[config.mk]
export PLATFORM = sky130hd
export DESIGN_NAME = dmem_access_ctrl
export DESIGN_NICKNAME = d
export VERILOG_FILES = /design/src/rtl/dmem_access_ctrl.sv
export SDC_FILE = /design/constraint.sdc
export NUM_CORES = 1
export LEC_CHECK = 0
export CAP_MARGIN = 20
export CORE_UTILIZATION = 48
export DETAILED_ROUTE_END_ITERATION = 16
export PLACE_DENSITY = 0.89
export SYNTH_ARGS = -nofsm -noshare
export SYNTH_HDL_FRONTEND = slang
export SYNTH_SLANG_ARGS = --single-unit
[constraint.sdc]
create_clock -name CLK -period 2.5 [get_ports CLK]
set_clock_uncertainty 0.05 [all_clocks]
set_input_delay 0.375 -clock CLK [delete_from_list [all_inputs] [get_ports CLK]]
set_output_delay 0.375 -clock CLK [all_outputs]
set_load 0.02 [all_outputs]
[src/rtl/dmem_access_ctrl.sv]
`default_nettype none
// +----------------------------------------------------------------------------+
// | Module  : dmem_access_ctrl                                                 |
// | Purpose : Byte-addressed load/store initiator in front of DATA_MEM, with   |
// |           lane extraction on loads and read-modify-write on partial stores. |
// | Option  : DMEM_MISALIGN_TRAP_EN - trap misaligned requests via RESP_ERR.   |
// | Rev     : 1.0 - initial release                                            |
// +----------------------------------------------------------------------------+
module dmem_access_ctrl #(
  parameter int ADDR_W = 64,
  parameter int DATA_W = 64
) (
  input  logic              CLK,
  input  logic              RESET,
  input  logic              REQ_VALID,
  output logic              REQ_READY,
  input  logic              REQ_WRITE,
  input  logic [1:0]        REQ_SIZE,
  input  logic              REQ_SIGNED,
  input  logic [ADDR_W-1:0] REQ_ADDR,
  input  logic [DATA_W-1:0] REQ_WDATA,
  output logic              RESP_VALID,
  output logic [DATA_W-1:0] RESP_RDATA,
  output logic              RESP_ERR,
  output logic              MEM_READ,
  output logic              MEM_WRITE,
  output logic [ADDR_W-1:0] MEM_ADDR_OUT,
  output logic [DATA_W-1:0] MEM_WDATA,
  input  logic [DATA_W-1:0] MEM_RDATA
);

  localparam logic [2:0] c_st_idle   = 3'd0;
  localparam logic [2:0] c_st_rd     = 3'd1;
  localparam logic [2:0] c_st_rmw_rd = 3'd2;
  localparam logic [2:0] c_st_wr     = 3'd3;
  localparam logic [2:0] c_st_resp   = 3'd4;

  logic [2:0]        r_state;
  logic [2:0]        w_next;
  logic              r_write;
  logic [1:0]        r_size;
  logic              r_signed;
  logic              r_err;
  logic [ADDR_W-1:0] r_addr;
  logic [DATA_W-1:0] r_wdata;
  logic [DATA_W-1:0] r_rdata;

  logic [2:0]        w_lowmask;
  logic              w_trap;
  logic [ADDR_W-1:0] w_cap_addr;
  logic [5:0]        w_shamt;
  logic [DATA_W-1:0] w_size_ones;
  logic [DATA_W-1:0] w_mask;
  logic [DATA_W-1:0] w_merged;
  logic [DATA_W-1:0] w_shifted;
  logic [DATA_W-1:0] w_ext;

  // Low address bits that must be zero for a naturally aligned access
  always_comb begin
    w_lowmask = 3'b000;
    case (REQ_SIZE)
      2'b00:   w_lowmask = 3'b000;
      2'b01:   w_lowmask = 3'b001;
      2'b10:   w_lowmask = 3'b011;
      default: w_lowmask = 3'b111;
    endcase
  end

`ifdef DMEM_MISALIGN_TRAP_EN
  assign w_trap     = |(REQ_ADDR[2:0] & w_lowmask);
  assign w_cap_addr = REQ_ADDR;
`else
  assign w_trap     = 1'b0;
  assign w_cap_addr = {REQ_ADDR[ADDR_W-1:3], REQ_ADDR[2:0] & ~w_lowmask};
`endif

  assign w_shamt = {r_addr[2:0], 3'b000};

  always_comb begin
    w_size_ones = '0;
    case (r_size)
      2'b00:   w_size_ones = {{(DATA_W-8){1'b0}},  8'hFF};
      2'b01:   w_size_ones = {{(DATA_W-16){1'b0}}, 16'hFFFF};
      2'b10:   w_size_ones = {{(DATA_W-32){1'b0}}, 32'hFFFF_FFFF};
      default: w_size_ones = '1;
    endcase
  end

  // Lanes past the end of the doubleword shift out and are dropped
  assign w_mask    = w_size_ones << w_shamt;
  assign w_merged  = (MEM_RDATA & ~w_mask) | ((r_wdata << w_shamt) & w_mask);
  assign w_shifted = r_rdata >> w_shamt;

  always_comb begin
    w_ext = '0;
    case (r_size)
      2'b00:   w_ext = {{(DATA_W-8){r_signed & w_shifted[7]}},   w_shifted[7:0]};
      2'b01:   w_ext = {{(DATA_W-16){r_signed & w_shifted[15]}}, w_shifted[15:0]};
      2'b10:   w_ext = {{(DATA_W-32){r_signed & w_shifted[31]}}, w_shifted[31:0]};
      default: w_ext = w_shifted;
    endcase
  end

  always_ff @(posedge CLK) begin
    if (RESET) r_state <= c_st_idle;
    else       r_state <= w_next;
  end

  always_comb begin
    w_next = r_state;
    case (r_state)
      c_st_idle: begin
        if (REQ_VALID) begin
          if (w_trap)                w_next = c_st_resp;
          else if (!REQ_WRITE)       w_next = c_st_rd;
          else if (REQ_SIZE == 2'b11) w_next = c_st_wr;
          else                       w_next = c_st_rmw_rd;
        end
      end
      c_st_rd:     w_next = c_st_resp;
      c_st_rmw_rd: w_next = c_st_wr;
      c_st_wr:     w_next = c_st_resp;
      c_st_resp:   w_next = c_st_idle;
      default:     w_next = c_st_idle;
    endcase
  end

  always_ff @(posedge CLK) begin
    if (RESET) begin
      r_write  <= 1'b0;
      r_size   <= 2'b00;
      r_signed <= 1'b0;
      r_err    <= 1'b0;
      r_addr   <= '0;
      r_wdata  <= '0;
      r_rdata  <= '0;
    end else begin
      case (r_state)
        c_st_idle: begin
          if (REQ_VALID) begin
            r_write  <= REQ_WRITE;
            r_size   <= REQ_SIZE;
            r_signed <= REQ_SIGNED;
            r_err    <= w_trap;
            r_addr   <= w_cap_addr;
            r_wdata  <= REQ_WDATA;
          end
        end
        c_st_rd:     r_rdata <= MEM_RDATA;
        // Merged doubleword replaces the store data so WR drives one register
        c_st_rmw_rd: r_wdata <= w_merged;
        default: ;
      endcase
    end
  end

  assign MEM_ADDR_OUT = {3'b000, r_addr[ADDR_W-1:3]};

  always_comb begin
    REQ_READY  = 1'b0;
    MEM_READ   = 1'b0;
    MEM_WRITE  = 1'b0;
    MEM_WDATA  = '0;
    RESP_VALID = 1'b0;
    RESP_RDATA = '0;
    RESP_ERR   = 1'b0;
    case (r_state)
      c_st_idle:   REQ_READY = 1'b1;
      c_st_rd:     MEM_READ  = 1'b1;
      c_st_rmw_rd: MEM_READ  = 1'b1;
      c_st_wr: begin
        // A reset edge must never coincide with a committed write
        MEM_WRITE = ~RESET;
        MEM_WDATA = r_wdata;
      end
      c_st_resp: begin
        RESP_VALID = 1'b1;
        RESP_ERR   = r_err;
        RESP_RDATA = (r_write || r_err) ? '0 : w_ext;
      end
      default: ;
    endcase
  end

endmodule
`default_nettype wire

==> out/qor.csv, run 1 <==
metric,value,unit
status,"finished, violations left",
violations,negative setup slack,
grt_antenna_before_repair,3,
cp.buffers_inverters,6,
cp_common_cell,buf_6,
portBuffers,391,
hpwl,41400,µm
drc,0,
cp.arrival,2.52,ns
area_growth_syn_to_layout,53.1,%
reg2reg_from,r_addr[1],
clkTransAtPathRegs,0.10,ns
syn_inst,1662,
power.density,483,nW/µm²
switching_power,3.48,mW
cap_viol_max_count,0,
ys_warn_count,0,
postRouteAntennaNets,0,
die_y,167,µm
ys_ff_latch,199,
cts_tree,built,
pin_count,396,
die_w,167,µm
grt_max_degree,127,
p_comb_frac,0.296,
num_vias,15600,
fin_util,0.747,
ys_top_cells_by_area,"dfxtp_1, nand2_1, a21oi_1",
routed_wirelength,61400,µm
p_sw_frac,0.359,
crit_start,r_addr[1],
hold_buffers,0,
rsz0062_at_grt,true,
routed_via_density,6.37,
cts_buffers,17,
post-route-period-util,1.18,
grt_pass1_vias,14600,
syn_area_per_cell,7.87,µm²
fillers,1938,
slew_viol_final,0,
seq_power_share,0.388,
htree_levels,4,
p_leak,8.06,nW
gp_congestion,1.02,
yosys.cell_count.top_type,nand2_1,
synth_commonest_cells,"nand2_1, a21oi_1, dfxtp_1",
setup_violations,81,
finalHoldViolations,0,
whs,0.394,ns
async_flop_share,0,
drive_gt1_frac,0.285,
p_clk_frac,0.316,
synth_top_area_frac,0.305,
slew-limit-headroom,0.544,
drt_iter0_drc,2024,
wl_met2,27300,µm
critical-path-max-stage-delay,0.39,ns
crit_family,buffers and inverters,
track_usage,0.400,
crit_fanout,5,
root_buffer,clkbuf_16,
min_from,REQ_ADDR[53],
numClockSinks,199,
p_int,6.19,mW
route.met3.wl,7590,µm
routed.top_layer,met5,
grt_pass1_wl,85600,µm
crit_path_top_delay_cell,dfxtp_4,
dieArea,27900,µm²
irDropWorstVdd,0.550,mV
setup_slack,-0.449,ns
fmax,0.339,GHz
syn_area,13100,µm²
clockBufferDepth,2,
yosysTopAreaCell,dfxtp_1,
path_cells,"buf_6, buf_6, buf_12, buf_16, buf_6, mux2_4, o211ai_1, a21o_1, a21oi_1, buf_4",
fin_crit,2.95,ns
tightestPinTransition,0.683,ns
synthFlopType,dfxtp_1,
ys_seq_area_frac,0.305,
rows,60,
wl_per_cell,25.0,µm
synth_edf_count,0,
dr.pass1.iters,8,
num-nets-final,2298,
worst_setup_path_start_kind,flip-flop,
fp.coreArea,26800,µm²
overflow,0,
ys_types,68,
drt-met1-wl,22000,µm
path_class,reg2out,
hold_class,in2reg,
start_util,0.488,
worstSetupEndpointType,output port,
clk_latency,0.46,ns
required,2.08,ns
## cell usage in the layout (no fill, tap or decap), drive strengths merged, types with 8 or more instances in the layout
cell           count
dfxtp            199
a21oi            250
a221oi            28
mux4              19
nor2b             12
buf              311
o2bb2ai           12
clkdlybuf4s50    259
a22o              13
inv               31
o211a              8
o21ai             39
nand3b             9
nor2              77
clkbuf            27
and3              65
a311oi            16
mux2i             88
a22oi             11
o32a               8
nand2            374
dlygate4sd2       52
mux2              63
a2bb2oi           16
o22ai             12
a211oi            28
a31o               9
## through the flow
stage | std cells | cell area, µm² | power [mW] | TNS, ns | setup WS (ns)
finish | 2455 | 20000 | 9.67 | -18.90 | -0.449
global route | 2454 | 20000 | 9.92 | -23.40 | -0.494
CTS | 2409 | 18800 | 9.31 | -12.80 | -0.295
detailed placement | 2332 | 17600 | 6.22 | -9.92 | -0.214
global placement | 2332 | 17600 | 6.18 | -7.54 | -0.214
floorplan | 1665 | 13100 | 5.07 | 0 | 0.00538
## layout make-up
cell class	instances	area, µm²	share of cell area
Tap cell	341	427	0.0213
Sequential cell	199	3990	0.200
Inverter	22	82.6	0.00413
Multi-Input combinational cell	1219	8460	0.423
Clock buffer	17	425	0.0213
Timing Repair Buffer	640	6390	0.320
Clock inverter	15	225	0.0113
Antenna cell	2	5.00	0.000250
## worst register-to-register path: cells and delay by family, from the launching register on
kind / cells / cell delay, ns
flip-flops: 1 / 0.39
AND/OR/NAND/NOR: 1 / 0.38
buffers and inverters: 8 / 1.12
AO/OA/AOI/OAI: 4 / 0.58
## path summary, 6_finish.rpt
kind	end	slack, ns	cells after the start
max reg2reg	r_wdata[28]	-0.11	13
min reg2reg	r_addr[29]	0.41	2
max	RESP_RDATA[25]	-0.45	10
min	r_addr[53]	0.39	3
## metal layers
layer,vias to the layer above,GRT usage
met5,-,0
met4,2,0.244
met3,324,0.105
met2,1250,0.639
met1,7344,0.480
li1,6708,-
## power groups by stage
stage / Combinational [mW] / Sequential, mW / Clock [mW]
finish: 2.86 / 3.75 / 3.05
global route: 2.99 / 3.75 / 3.17
CTS: 2.57 / 3.71 / 3.03
detailed placement: 2.45 / 3.77 / 0
global placement: 2.41 / 3.76 / 0
floorplan: 1.43 / 3.64 / 0
## sequential cells by signal (all words and copies together), names as in the netlist, named ones only
name / flops
r_size: 2
r_addr: 64
r_rdata: 64
r_state: 3
r_write: 1
r_signed: 1
r_wdata: 48
## kinds of logic (layout without fill, tap and decap cells)
kind of cell / count (synthesis) / after routing / synth area share
AO/OA/AOI/OAI: 482 / 482 / 0.249
buffers and inverters: 247 / 694 / 0.104
flip-flops: 199 / 199 / 0.305
multiplexers: 170 / 170 / 0.154
other: 1 / 6 / 0.000287
AND/OR/NAND/NOR: 563 / 563 / 0.187
## what timing repair did
| item | in CTS | in global routing |
|---|---|---|
| hold endpoints to repair | 0 | 0 |
| endpoints found under the setup margin | 152 | 82 |
| cloned | 9 | 5 |
| pin swaps | 33 | 45 |
| gates resized for setup | 434 | 216 |
| setup buffers | 37 | 42 |
(Power assumes the default switching activity.)
==> inputs of run 2 (changes only) <==
--- a/config.mk
+++ b/config.mk
@@ -6,9 +6,10 @@
 export NUM_CORES = 1
 export LEC_CHECK = 0
 export CAP_MARGIN = 20
+export CORE_MARGIN = 1.5
 export CORE_UTILIZATION = 48
 export DETAILED_ROUTE_END_ITERATION = 16
-export PLACE_DENSITY = 0.89
+export PLACE_DENSITY = 0.85
 export SYNTH_ARGS = -nofsm -noshare
 export SYNTH_HDL_FRONTEND = slang
 export SYNTH_SLANG_ARGS = --single-unit
==> run 2 against run 1 <==
  * The run still ends with negative setup slack left
  * Sequential cell count did not move
  * First-iteration DRC count rose by 6.3%
  * Sequential share of layout area rose by 0.085 points
  * Wire length fell by 2.8%
  * Core utilization fell by 0.48 points
  * Via count fell by 2.0%
  * Cell count fell by 1.8%
  * Fmax rose by 6.1%
  * Sequential power barely moved
  * Power fell by 0.50%
  * Clock-buffer cell count did not move
==> out/qor.csv, run 2 (same netlist as run 1, synthesis figures left out) <==
metric,value,unit,change
whs,0.362,ns,was 0.394 ns
final_common_cell,nand2_1,,unchanged
cp.buffers_inverters,2,,was 6
clockBufferDepth,2,,unchanged
drc,0,,unchanged
violations,negative setup slack,,unchanged
crit_fanout,8,,was 5
fin_crit,2.78,ns,was 2.95 ns
power.density,483,nW/µm²,about the same
start_util,0.486,,was 0.488
switching_power,3.39,mW,was 3.48 mW
finalHoldViolations,0,,unchanged
fmax,0.360,GHz,was 0.339 GHz
cts_buffers,17,,unchanged
top_regs,"r_addr: 64 flops, r_rdata: 64 flops, r_wdata: 48 flops",,unchanged
worstSetupEndpointType,output port,,unchanged
reg2reg_from,r_addr[1],,unchanged
cap_viol_max_count,0,,unchanged
crit_start,r_addr[0],,was r_addr[1]
slew-limit-headroom,0.412,,was 0.544
num_vias,15300,,was 15600
path_cells,"mux4_2, nand2b_4, nand4_4, or2_4, clkbuf_16, a2bb2oi_2, buf_4",,"was buf_6, buf_6, buf_12, buf_16, buf_6, mux2_4, o211ai_1, a21o_1, a21oi_1, buf_4"
grt_max_degree,120,,was 127
p_int,6.23,mW,was 6.19 mW
hpwl,41300,µm,was 41400 µm
postRouteAntennaNets,0,,unchanged
p_clk_frac,0.319,,was 0.316
clk_latency,0.45,ns,was 0.46 ns
critical-path-max-stage-delay,0.54,ns,was 0.39 ns
routed_via_density,6.35,,was 6.37
clkTransAtPathRegs,0.09,ns,was 0.10 ns
tightestPinTransition,0.882,ns,was 0.683 ns
wl_per_cell,24.7,µm,was 25.0 µm
drive_gt1_frac,0.276,,was 0.285
p_leak,7.87,nW,was 8.06 nW
num-nets-final,2254,,was 2298
htree_levels,4,,unchanged
cts_tree,built,,unchanged
slew_viol_final,0,,unchanged
p_comb_frac,0.292,,was 0.296
rows,60,,unchanged
p_sw_frac,0.352,,was 0.359
status,"finished, violations left",,unchanged
area_growth_syn_to_layout,52.5,%,was 53.1%
fillers,1930,,was 1938
min_from,RESET,,was REQ_ADDR[53]
regArea,4000,µm²,was 3990 µm²
multi_input_area,8710,µm²,was 8460 µm²
gp_congestion,0.947,,was 1.02
required,2.08,ns,about the same
pin_count,396,,unchanged
dp_slack,-0.262,ns,was -0.214 ns
track_usage,0.389,,was 0.400
fp.coreArea,26900,µm²,was 26800 µm²
setup_violations,72,,was 81
die_y,168,µm,was 167 µm
drt_iter0_drc,2151,,was 2024
worst_setup_path_start_kind,flip-flop,,unchanged
grt_antenna_before_repair,0,,was 3
overflow,0,,unchanged
post-route-period-util,1.11,,was 1.18
final_cell_mix,"nand2_1, clkdlybuf4s50_1, a21oi_1, dfxtp_1, buf_4",,"was nand2_1, clkdlybuf4s50_1, buf_4, a21oi_1, dfxtp_1"
dr.pass1.iters,8,,unchanged
path_class,reg2out,,unchanged
setup_slack,-0.281,ns,was -0.449 ns
irDropWorstVdd,0.534,mV,was 0.550 mV
crit_family,multiplexers,,was buffers and inverters
root_buffer,clkbuf_16,,unchanged
rsz0062_at_grt,true,,unchanged
crit_path_top_delay_cell,mux4_2,,was dfxtp_4
hold_class,in2reg,,unchanged
grt_pass1_wl,84100,µm,was 85600 µm
hold_buffers,0,,unchanged
portBuffers,391,,unchanged
cp.arrival,2.36,ns,was 2.52 ns
seq_power_share,0.389,,was 0.388
die_w,168,µm,was 167 µm
numClockSinks,199,,unchanged
routed_wirelength,59600,µm,was 61400 µm
grt_pass1_vias,14200,,was 14600
dieArea,28200,µm²,was 27900 µm²
-- run 2: cell type report --
cell class | instances | share of cell area
diodes | 2 | 0.000251
clock buffers | 17 | 0.0213
clock inverters | 15 | 0.0119
inverters | 22 | 0.00439
multi-input cells | 1220 | 0.437
flip-flops and latches | 199 | 0.200
well taps | 341 | 0.0214
repair buffers | 595 | 0.303
-- run 2: worst min-delay path, delay by kind of cell --
family	cells	cell delay, ns
buf+inv	2	0.28
simple gates	1	0.04
compound gates	1	0.13
-- run 2: metrics by stage --
stage	instance area [µm²]	instances	util	power, mW	setup TNS, ns
6_report	19900	2411	0.742	9.62	-12.56
5_1_grt	19900	2409	0.742	9.89	-16.91
4_1_cts	18600	2370	0.692	9.29	-12.34
3_5_place_dp	17500	2315	0.651	6.18	-11.84
3_3_place_gp	17500	2315	0.651	6.14	-9.60
2_1_floorplan	13100	1665	-	5.07	0
-- run 2: per-layer routing --
layer  wire length [µm]  up-vias  GRT usage
met5                  0        -          0
met4               3370        0      0.170
met3               7530      257      0.103
met2              27000     1179      0.634
met1              21800     7247      0.484
li1                   -     6630          -
-- run 2: worst paths after layout --
path,endpoint,slack (ns),depth (start not counted)
setup reg to reg,flip-flop,-0.04,12
hold reg to reg,r_addr[41],0.41,2
hold / removal,flip-flop,0.36,4
setup / recovery,RESP_RDATA[37],-0.28,7
-- run 2: power by group through the flow --
stage | combinational (mW) | sequential (mW) | clock, mW
after detailed placement | 2.42 | 3.77 | 0
final | 2.81 | 3.75 | 3.07
after global routing | 2.95 | 3.75 | 3.19
after floorplan | 1.43 | 3.64 | 0
after global placement | 2.39 | 3.76 | 0
after CTS | 2.52 | 3.70 | 3.07
-- run 2: repair_timing --
action	CTS	global route
buffers inserted	16	35
setup endpoints to repair	154	114
pin swaps	16	66
cloned	7	7
gates resized for setup	445	249
